<file path="src/rtl/pkt_transceiver_pkg.sv">
// Shared definitions for the NoC output stage: FSM encoding, flit field
// layout, mesh direction indices and elaboration-time helpers.
package pkt_transceiver_pkg;

    // Transceiver FSM states
    typedef enum logic [1:0] {
        ST_IDLE  = 2'd0,
        ST_ROUTE = 2'd1,
        ST_LOAD  = 2'd2,
        ST_ACK   = 2'd3
    } state_t;

    // Flit layout: {payload, tail, dest}; destination always starts at bit 0
    localparam int unsigned DEST_LSB = 0;

    // Mesh direction to network port index
    localparam int unsigned DIR_NORTH = 0;
    localparam int unsigned DIR_EAST  = 1;
    localparam int unsigned DIR_SOUTH = 2;
    localparam int unsigned DIR_WEST  = 3;

    // Total flit width on the bus
    function automatic int unsigned bus_size(int unsigned data_size, int unsigned addr_size);
        return data_size + addr_size + 1;
    endfunction

    // Bit position of the tail flag
    function automatic int unsigned tail_bit(int unsigned addr_size);
        return addr_size;
    endfunction

    // First payload bit
    function automatic int unsigned payload_lsb(int unsigned addr_size);
        return addr_size + 1;
    endfunction

    // Side length of the smallest square mesh holding the given node count
    function automatic int unsigned mesh_width(int unsigned nodes);
        int unsigned w;
        w = 1;
        while (w * w < nodes) w = w + 1;
        return w;
    endfunction

endpackage

</file>
<file path="src/rtl/pkt_transceiver_routing.sv">
// Combinational XY router for a square mesh. Nodes are numbered row-major,
// x first then y. Returns the network port toward dest_sw, PORTS_NUM when
// dest_sw is this switch, and PORTS_NUM+1 for an address outside the mesh.
module pkt_transceiver_routing
    import pkt_transceiver_pkg::*;
#(
    parameter int unsigned ADDR      = 0,
    parameter int unsigned ADDR_SIZE = 4,
    parameter int unsigned PORTS_NUM = 4,
    parameter int unsigned NODES_NUM = 9,
    parameter int unsigned PIDX_W    = 3
) (
    input  logic [ADDR_SIZE-1:0] dest_sw,
    output logic [PIDX_W-1:0]    port_num
);

    localparam int unsigned MESH_W = mesh_width(NODES_NUM);
    localparam int unsigned CUR_X  = ADDR % MESH_W;
    localparam int unsigned CUR_Y  = ADDR / MESH_W;

    int unsigned dst;
    int unsigned dst_x;
    int unsigned dst_y;

    assign dst   = 32'(dest_sw);
    assign dst_x = dst % MESH_W;
    assign dst_y = dst / MESH_W;

    // Resolve X first, then Y; invalid node ids get the error code
    always_comb begin
        if (dst >= NODES_NUM)
            port_num = PIDX_W'(PORTS_NUM + 1);
        else if (dst_x > CUR_X)
            port_num = PIDX_W'(DIR_EAST);
        else if (dst_x + 1 <= CUR_X)
            port_num = PIDX_W'(DIR_WEST);
        else if (dst_y > CUR_Y)
            port_num = PIDX_W'(DIR_SOUTH);
        else if (dst_y + 1 <= CUR_Y)
            port_num = PIDX_W'(DIR_NORTH);
        else
            port_num = PIDX_W'(PORTS_NUM);
    end

endmodule

</file>
<file path="src/rtl/pkt_transceiver.sv">
// NoC switch output stage: pops flits from the input queue, routes each
// packet head, locks the chosen port until the tail is acknowledged and
// reflects unroutable or unconnected packets to the local port.
// Optional ack timeout is enabled with the PKT_TX_TIMEOUT_EN macro.
module pkt_transceiver
    import pkt_transceiver_pkg::*;
#(
    parameter int unsigned ADDR        = 0,
    parameter int unsigned DATA_SIZE   = 32,
    parameter int unsigned ADDR_SIZE   = 4,
    parameter int unsigned PORTS_NUM   = 4,
    parameter int unsigned NODES_NUM   = 9,
    parameter int unsigned MAX_PKT_LEN = 16,
    parameter int unsigned TIMEOUT     = 64,
    localparam int unsigned BUS_SIZE   = bus_size(DATA_SIZE, ADDR_SIZE)
) (
    input  logic                              clk,
    input  logic                              a_rst_n,
    input  logic                              mem_empty,
    input  logic [BUS_SIZE-1:0]               data_i,
    input  logic [PORTS_NUM:0]                port_conn,
    input  logic [PORTS_NUM:0]                r_ready_in,
    output logic                              mem_readed,
    output logic [PORTS_NUM:0]                wr_ready_out,
    output logic [BUS_SIZE*(PORTS_NUM+1)-1:0] data_o,
    output logic                              busy,
    output logic                              drop_err
);

    localparam int unsigned NPORTS = PORTS_NUM + 1;
    localparam int unsigned PIDX_W = $clog2(PORTS_NUM + 2);
    localparam int unsigned CNT_W  = $clog2(MAX_PKT_LEN + 1);
    localparam int unsigned TAIL   = tail_bit(ADDR_SIZE);

    state_t                      state_q, state_d;
    logic [PIDX_W-1:0]           port_l_q, port_l_d;
    logic [CNT_W-1:0]            cnt_q, cnt_d;
    logic                        tail_q, tail_d;

    logic                        mem_readed_d;
    logic [PORTS_NUM:0]          wr_ready_d;
    logic [BUS_SIZE*NPORTS-1:0]  data_d;
    logic                        busy_d;
    logic                        drop_err_d;

    logic [PIDX_W-1:0]           route_port;
    logic                        route_ok;
    logic                        ack_sel;
    logic                        limit_hit;

`ifdef PKT_TX_TIMEOUT_EN
    localparam int unsigned TMR_W = $clog2(TIMEOUT + 1);
    logic [TMR_W-1:0]            tmr_q, tmr_d;
    logic                        timeout_hit;

    assign timeout_hit = (tmr_q == TMR_W'(TIMEOUT - 1));
`else
    logic                        unused_timeout;

    assign unused_timeout = ^32'(TIMEOUT);
`endif

    pkt_transceiver_routing #(
        .ADDR      (ADDR),
        .ADDR_SIZE (ADDR_SIZE),
        .PORTS_NUM (PORTS_NUM),
        .NODES_NUM (NODES_NUM),
        .PIDX_W    (PIDX_W)
    ) u_routing_module (
        .dest_sw  (data_i[DEST_LSB +: ADDR_SIZE]),
        .port_num (route_port)
    );

    // Route is usable only if it names an existing port with a live link
    always_comb begin
        route_ok = 1'b0;
        for (int unsigned p = 0; p < NPORTS; p++) begin
            if (route_port == PIDX_W'(p) && port_conn[p])
                route_ok = 1'b1;
        end
    end

    // Ack from the locked port only; other ports' acks are ignored
    always_comb begin
        ack_sel = 1'b0;
        for (int unsigned p = 0; p < NPORTS; p++) begin
            if (port_l_q == PIDX_W'(p) && r_ready_in[p])
                ack_sel = 1'b1;
        end
    end

    assign limit_hit = (cnt_q == CNT_W'(MAX_PKT_LEN));

    // State register
    always_ff @(posedge clk or negedge a_rst_n) begin
        if (!a_rst_n)
            state_q <= ST_IDLE;
        else
            state_q <= state_d;
    end

    // Next-state logic
    always_comb begin
        state_d = state_q;
        case (state_q)
            ST_IDLE:  if (!mem_empty) state_d = ST_ROUTE;
            ST_ROUTE: state_d = ST_LOAD;
            ST_LOAD:  if (!mem_empty) state_d = ST_ACK;
            ST_ACK: begin
                if (ack_sel) begin
                    if (tail_q || limit_hit)
                        state_d = ST_IDLE;
                    else
                        state_d = ST_LOAD;
                end
`ifdef PKT_TX_TIMEOUT_EN
                else if (timeout_hit) begin
                    state_d = ST_IDLE;
                end
`endif
            end
            default:  state_d = ST_IDLE;
        endcase
    end

    // Next values for registered outputs and datapath
    always_comb begin
        mem_readed_d = 1'b0;
        drop_err_d   = 1'b0;
        wr_ready_d   = wr_ready_out;
        data_d       = data_o;
        busy_d       = busy;
        port_l_d     = port_l_q;
        cnt_d        = cnt_q;
        tail_d       = tail_q;
`ifdef PKT_TX_TIMEOUT_EN
        tmr_d        = tmr_q;
`endif
        case (state_q)
            ST_IDLE: begin
                if (!mem_empty) busy_d = 1'b1;
            end
            ST_ROUTE: begin
                port_l_d = route_ok ? route_port : PIDX_W'(PORTS_NUM);
                cnt_d    = '0;
            end
            ST_LOAD: begin
                if (!mem_empty) begin
                    for (int unsigned p = 0; p < NPORTS; p++) begin
                        if (port_l_q == PIDX_W'(p)) begin
                            data_d[p*BUS_SIZE +: BUS_SIZE] = data_i;
                            wr_ready_d[p]                  = 1'b1;
                        end
                    end
                    mem_readed_d = 1'b1;
                    cnt_d        = cnt_q + CNT_W'(1);
                    tail_d       = data_i[TAIL];
`ifdef PKT_TX_TIMEOUT_EN
                    tmr_d        = '0;
`endif
                end
            end
            ST_ACK: begin
                if (ack_sel) begin
                    wr_ready_d = '0;
                    if (tail_q) begin
                        busy_d = 1'b0;
                    end else if (limit_hit) begin
                        busy_d     = 1'b0;
                        drop_err_d = 1'b1;
                    end
                end
`ifdef PKT_TX_TIMEOUT_EN
                else if (timeout_hit) begin
                    wr_ready_d = '0;
                    busy_d     = 1'b0;
                    drop_err_d = 1'b1;
                end else begin
                    tmr_d = tmr_q + TMR_W'(1);
                end
`endif
            end
            default: ;
        endcase
    end

    // Output and datapath registers
    always_ff @(posedge clk or negedge a_rst_n) begin
        if (!a_rst_n) begin
            mem_readed   <= 1'b0;
            wr_ready_out <= '0;
            data_o       <= '0;
            busy         <= 1'b0;
            drop_err     <= 1'b0;
            port_l_q     <= PIDX_W'(PORTS_NUM);
            cnt_q        <= '0;
            tail_q       <= 1'b0;
`ifdef PKT_TX_TIMEOUT_EN
            tmr_q        <= '0;
`endif
        end else begin
            mem_readed   <= mem_readed_d;
            wr_ready_out <= wr_ready_d;
            data_o       <= data_d;
            busy         <= busy_d;
            drop_err     <= drop_err_d;
            port_l_q     <= port_l_d;
            cnt_q        <= cnt_d;
            tail_q       <= tail_d;
`ifdef PKT_TX_TIMEOUT_EN
            tmr_q        <= tmr_d;
`endif
        end
    end

endmodule

</file>
<file path="config.mk">
export PLATFORM = sky130hd
export DESIGN_NAME = pkt_transceiver
export DESIGN_NICKNAME = d
export VERILOG_FILES = /design/src/rtl/pkt_transceiver_pkg.sv /design/src/rtl/pkt_transceiver_routing.sv /design/src/rtl/pkt_transceiver.sv
export SDC_FILE = /design/constraint.sdc
export NUM_CORES = 1
export LEC_CHECK = 0
export ABC_AREA = 1
export CAP_MARGIN = 15
export CORE_MARGIN = 5
export CORE_UTILIZATION = 30
export CTS_BUF_LIST = sky130_fd_sc_hd__clkbuf_8 sky130_fd_sc_hd__clkbuf_16
export CTS_CLUSTER_SIZE = 10
export DETAILED_ROUTE_END_ITERATION = 8
export SKIP_CTS_REPAIR_TIMING = 1
export SYNTH_ARGS = -nofsm -noshare
export SYNTH_HDL_FRONTEND = slang
export SYNTH_SLANG_ARGS = --single-unit
</file>
<file path="constraint.sdc">
create_clock -name clk -period 3.2 [get_ports clk]
set_input_delay 0.96 -clock clk [delete_from_list [all_inputs] [get_ports clk]]
set_output_delay 0.96 -clock clk [all_outputs]
set_load 0.03 [all_outputs]
</file>
=== Word-level counts from Yosys, hierarchy flattened ===
Index checks and enable logic that the tools add are counted.

* Bits in registers: 204
* Bits in latches: 0
* Bits in writable memories: 0
* ROM bits: 0
* Input port bits: 50
* Word-level logic and storage cells: 122
* Memories kept: 0

* $add $sub $neg: 3
* Multipliers: 0
* Divide/modulo/power cells: 2
* $lt $le $gt $ge: 5
* Equality and inequality tests: 21
* Shift operators: 0
* Muxes and demuxes: 42
* Bitwise logic cells: 1
* Reductions and logical operators: 31

{| class="wikitable"
|+ Operators by type and width
! kind !! number
|-
| 32-bit by 1-bit adder with 32-bit output (second input constant) || 2
|-
| 32-bit by 1-bit > comparator with 1-bit output (second input constant) || 2
|-
| 32-bit by 1-bit <= comparator with 1-bit output (second input constant) || 2
|-
| 4-bit by 2-bit divider with 32-bit output (second input constant) || 1
|-
| 4-bit by 2-bit remainder unit with 32-bit output (second input constant) || 1
|-
| 1-bit two-way mux || 25
|-
| 4-bit AND reduction || 6
|-
| 5-bit one-hot mux with 2 select lines || 2
|-
| 3-bit two-way mux || 6
|-
| 3-bit AND reduction || 6
|-
| 2-bit inequality test (second input constant) || 8
|-
| 5-bit two-way mux || 3
|-
| 3-bit by 2-bit equality test with 1-bit output (second input constant) || 4
|-
| 1-bit logical AND || 10
|-
| 2-bit two-way mux || 4
|-
| 2-bit one-hot mux with 4 select lines || 1
|-
| 3-bit by 1-bit equality test with 1-bit output (second input constant) || 2
|-
| 3-bit equality test (second input constant) || 2
|-
| 3-bit zero test || 2
|-
| 2-bit nonzero test || 3
|-
| 5-bit by 1-bit adder with 5-bit output (second input constant) || 1
|-
| 5-bit equality test (second input constant) || 1
|-
| 2-bit equality test (second input constant) || 2
|-
| 4-bit greater-or-equal comparator (second input constant) || 1
|-
| other kinds (7) || 8
|}

=== Longest topological paths before layout ===
* Word-level depth: 16
* Mapped depth: 19
* Mapped depth without buffers: 18

=== Hierarchy ===
Synthesis repeated with hierarchy kept, for this count alone.

* Cell total of the unflattened synthesis: 885
* Area total of the unflattened synthesis: 8504.4 um^2

{| class="wikitable"
|+ By module, submodules not included
! module !! instances !! cells an instance !! area an instance (um^2) !! seq. area each (um^2)
|-
| pkt_transceiver || 1 || 769 || 7902.6 || 5106.1
|-
| pkt_transceiver_routing || 1 || 116 || 601.8 || 0.0
|}

=== Worst setup path after synthesis ===
No wires, ideal clock.

* Path kind: in2reg
* Start point: input data_i[2]
* End point: register port_l_q[2]
* Arrival: 3.000 ns
* Data required time: 3.124 ns
* Slack: 0.123 ns
* Cell stages on the path: 19
* Buffers on the path: 2
* Path through: clkbuf_1 > ha_1 > nand2_2 > nand3_4 > nand3_4 > buf_8 > nand2_1 > and2_4 > ha_1 > inv_1 > nand4_4 > nand2_1 > nand2_1 > nor2_1 > nand3_1 > nor2_1 > nand4_1 > nand3_1 > nand2_1

* Word-level cells in the longest chain between the ends: 16
* Elaborated cells on any way between the ends: 30
* Those cells by class: add/sub (2); div (2); order compare (5); eq/ne (4); mux (11); reduce/logical (6)

{| class="wikitable"
|+ Ends and longest elaborated chain
! what !! RTL line !! text
|-
| start, declared || pkt_transceiver.sv:20 || <nowiki>input logic [BUS_SIZE-1:0] data_i,</nowiki>
|-
| 4-bit by 2-bit divider with 32-bit output || pkt_transceiver_routing.sv:27 || <nowiki>assign dst_y = dst / MESH_W;</nowiki>
|-
| 32-bit by 1-bit adder with 32-bit output || pkt_transceiver_routing.sv:39 || <nowiki>else if (dst_y + 1 <= CUR_Y)</nowiki>
|-
| 32-bit by 1-bit <= comparator with 1-bit output || pkt_transceiver_routing.sv:39 ||
|-
| 3-bit two-way mux || pkt_transceiver_routing.sv:39 ||
|-
| 3-bit two-way mux || pkt_transceiver_routing.sv:37 || <nowiki>else if (dst_y > CUR_Y)</nowiki>
|-
| 3-bit two-way mux || pkt_transceiver_routing.sv:35 || <nowiki>else if (dst_x + 1 <= CUR_X)</nowiki>
|-
| 3-bit two-way mux || pkt_transceiver_routing.sv:33 || <nowiki>else if (dst_x > CUR_X)</nowiki>
|-
| 3-bit two-way mux * || pkt_transceiver_routing.sv:31 || <nowiki>if (dst >= NODES_NUM)</nowiki>
|-
| 3-bit zero test || pkt_transceiver.sv:78 || <nowiki>if (route_port == PIDX_W'(p) && port_conn[p])</nowiki>
|-
| 1-bit logical AND || pkt_transceiver.sv:78 ||
|-
| 1-bit two-way mux (5 in series) || pkt_transceiver.sv:78 ||
|-
| 3-bit two-way mux * || pkt_transceiver.sv:144 || <nowiki>port_l_d = route_ok ? route_port : PIDX_W'(PORTS_NUM);</nowiki>
|-
| end signal, assigned || pkt_transceiver.sv:195 || <nowiki>port_l_q <= PIDX_W'(PORTS_NUM);</nowiki>
|-
| end signal, assigned || pkt_transceiver.sv:207 || <nowiki>port_l_q <= port_l_d;</nowiki>
|-
| end, declared || pkt_transceiver.sv:36 || <nowiki>logic [PIDX_W-1:0] port_l_q, port_l_d;</nowiki>
|}

Every way passes the cells marked *; elsewhere a longest branch is shown, timed or not.
A chain may end at the register's enable or synchronous reset.

=== Worst setup path after layout ===
* Start point: input data_i[1]
* End point: register port_l_q[2]

The elaborated chain is that of the path after synthesis.

==> results.py <==
metrics = {
    "run_status": {
        "outcome": "completed",
    },
    "sta": {
        "fin_crit_sh_pct": 90.1,
        "slew_viol_final": 0,
        "relSlewSlack_pct": 59.2,
        "rsz0062_at_grt": "no",
        "worst_slew_pin_slew_ps": 612,
        "hold_viol": 0,
        "setup_viol": 0,
        "fmax_ghz": 0.347,
        "post-route-min-period_ps": 2880,
        "skew_ps": 10.5,
        "setup_tns_ps": 0,
    },
    "setup_path": {
        "end_kind": "register",
        "cp_data_required_time_ps": 3640,
        "crit_top_cell": "nand2_1",
        "cp.depth": 18,
        "path_max_fanout": 5,
        "endpoint": "port_l_q[2]",
        "critical_path_class": "in2reg",
        "start_kind": "input port",
        "startpoint": "data_i[1]",
        "rr_startpoint": "port_l_q[2]",
        "worst-path-buf-inv": 3,
        "cp_slowest_cell": "clkdlybuf4s50_1",
        "r2r_cells": 10,
        "worstPathArrival_ps": 3320,
        "r2r_slack_ps": 1330,
        "path_delay_family": "simple AND/OR/NAND/NOR gates",
        "cp_cell_sequence": "clkdlybuf4s50_1, inv_1, nor2_1, nand2_2, nand3_4, nand2_1, and2_4, ha_1, inv_2, nand4_4, nand2_1, nand2_1, nor2_1, nand3_1, nor2_1, nand4_1, nand3_1, nand2_1",
        "cpPeakStageDelay_ps": 540,
        "r2r-end": "wr_ready_out[4]",
    },
    "pwr": {
        "p_clk_share_pct": 19.5,
        "p_leak_nw": 5.54,
        "p_switching_mw": 5.03,
        "swShare_pct": 41.1,
        "power_frac_comb_pct": 46.4,
        "total_power_mw": 12.3,
        "ir_worst_vdd_mv": 0.488,
        "seqPwrFrac_pct": 34.2,
        "p_per_area_nw_per_um2": 1050,
        "p_int_mw": 7.22,
    },
    "cells_and_area": {
        "n_antenna_cell": 0,
        "stdcell_count": 1449,
        "nNetsFinal": 1163,
        "design_area_um2": 11700,
        "drive_gt1_share_pct": 8.62,
        "syn2layout_area_growth_pct": 46.3,
        "final_util_pct": 44.7,
    },
    "cts": {
        "cts_buffers": 24,
        "clk_pin_slew_ps": 60,
        "clock_sinks": 204,
        "root_buffer": "clkbuf_16",
        "clockBufferDepth": 3,
        "cts_max_level": 1,
        "clock_latency_ps": 510,
        "cts_tree": "yes",
    },
    "detailed_routing": {
        "routed_wl_mm": 23.4,
        "routed_via_density": 4.54,
        "ant_nets": 0,
        "wl_met1_mm": 10.4,
        "vias": 6572,
        "first_pass_iters": 5,
        "drc": 0,
        "wl_met2_mm": 10.9,
        "wire_per_inst_um": 16.2,
        "route.met3.wl_mm": 1.55,
        "top_layer_used": "met4",
        "dr.first_iter.drc_count": 540,
    },
    "synthesis": {
        "synth_seq_area_share_pct": 63.7,
        "postSynthCellCount": 844,
        "synth_area_um2": 8010,
        "synth_area_leaders": "dfrtp_1, o21ai_0, nand2_1, inv_1, clkbuf_1",
        "yosysMostFrequentCell": "nand2_1",
        "synth_top_cell_by_area": "dfrtp_1",
        "synth_common_cells": "nand2_1, dfrtp_1, o21ai_0",
        "synth_top_area_share_pct": 63.4,
        "yosys.cell_types.count": 32,
        "ys_ff_latch": 204,
        "synthFlopType": "dfrtp_1",
        "yosys_warnings": 0,
        "async_flop_share_pct": 100,
        "synth_edf_count": 0,
        "synth_area_per_cell_um2": 9.49,
        "syn-num-nets": 900,
    },
    "die": {
        "initial_utilization_pct": 30.6,
        "fp.dieW_um": 173,
        "ios": 243,
        "core_um2": 26200,
        "rows": 59,
        "die_h_um": 173,
        "die-area_um2": 30100,
    },
    "placement": {
        "hpwlAfterDp_mm": 16.6,
        "place_inst": 1414,
        "postPlaceCellArea_um2": 11000,
        "globalplace.congestion": 0.800,
        "io_buffers": 239,
    },
    "global_route": {
        "grt_overflow": 0,
        "grt_usage_pct": 15.3,
        "grt_pass1_wl_mm": 38.0,
        "grt_max_degree": 76,
        "grt_pass1_vias": 6573,
        "antenna_found_initial": 0,
    },
    "run": {
        "cap_violations": 0,
    },
    "worst_hold_path": {
        "hold_class": "reg2reg",
    },
}
## worst register-to-register path: cells and delay by family (launching register included)
kind	cells	cell delay (ps)
AOI/OAI and AO/OA	3	610
buffers and inverters	2	180
DFF	1	570
and+or+nand+nor	5	440
## worst min path at each step
stage,from,endpoint,slack [ps],depth (start not counted)
5_1_grt,tail_q,drop_err,470,1
6_report,tail_q,drop_err,450,1
4_1_cts,tail_q,drop_err,440,1
3_3_place_gp,tail_q,drop_err,430,1
3_5_place_dp,tail_q,drop_err,430,1
2_1_floorplan,tail_q,drop_err,410,1
## placed cells by master (no fill, tap or decap), types with 2 or more instances in the layout
master	synthesis	layout
clkdlybuf4s50_1	0	236
nand2_1	240	235
dfrtp_1	203	203
o21ai_0	195	195
inv_1	71	76
buf_4	0	35
clkbuf_16	0	24
nand3_1	21	21
nor2_1	18	18
nand2_2	7	12
nand4_1	7	7
ha_1	6	6
buf_12	0	6
nor3_1	5	5
inv_2	2	3
nor2_2	3	3
o31ai_1	3	3
clkbuf_8	0	3
nand3_4	2	2
nor4_1	2	2
nand2_4	2	2
o21ai_1	2	2
dlymetal6s2s_1	0	2
## flip-flops by register name, summed over array words and instances, names as in the netlist
register,cells
cnt_q,5
wr_ready_out,5
busy,1
port_l_q,3
state_q,2
mem_readed,1
data_o,185
drop_err,1
tail_q,1
## cells by family (layout without fill, tap and decap cells)
kind of cell / count (synthesis) / in the layout / synth area share (%)
compound gates: 205 / 205 / 13.1
xor+xnor: 1 / 1 / 0.109
fa+ha+maj: 6 / 6 / 0.937
buf+inv: 117 / 387 / 5.62
flops: 204 / 204 / 63.7
simple gates: 311 / 311 / 16.5
## power by group through the flow
stage                     registers (mW)  logic (mW)  clock network (mW)
final                               4.19        5.68                2.38
after detailed placement            4.21        5.74                   0
after global placement              4.19        5.68                   0
after global routing                4.33        6.09                2.58
after CTS                           4.19        5.76                2.48
after floorplan                     6.09        1.16                   0
## final cells by class
| type | instances | area [um2] |
|---|---|---|
| tap | 335 | 419 |
| multi-input combinational | 523 | 2470 |
| fill | 2526 | 14500 |
| clock buffer | 26 | 628 |
| timing repair buffer | 280 | 2780 |
| sequential | 204 | 5110 |
| clock inverter | 7 | 38.8 |
| inverter | 74 | 278 |
## per-stage QoR
step                worst slack (ps)  hold slack, ps
global route                    99.3             468
detailed placement              -434             432
finish                           316             446
global placement                -352             435
floorplan                        123             410
CTS                             90.5             444
## metal layers
metal	track usage [%]	vias to the layer above
met4	4.26	0
met1	20.6	3099
met3	3.47	38
met5	0	-
li1	-	3244
met2	25.1	191
Note: power is estimated with default switching activity, not from simulation.
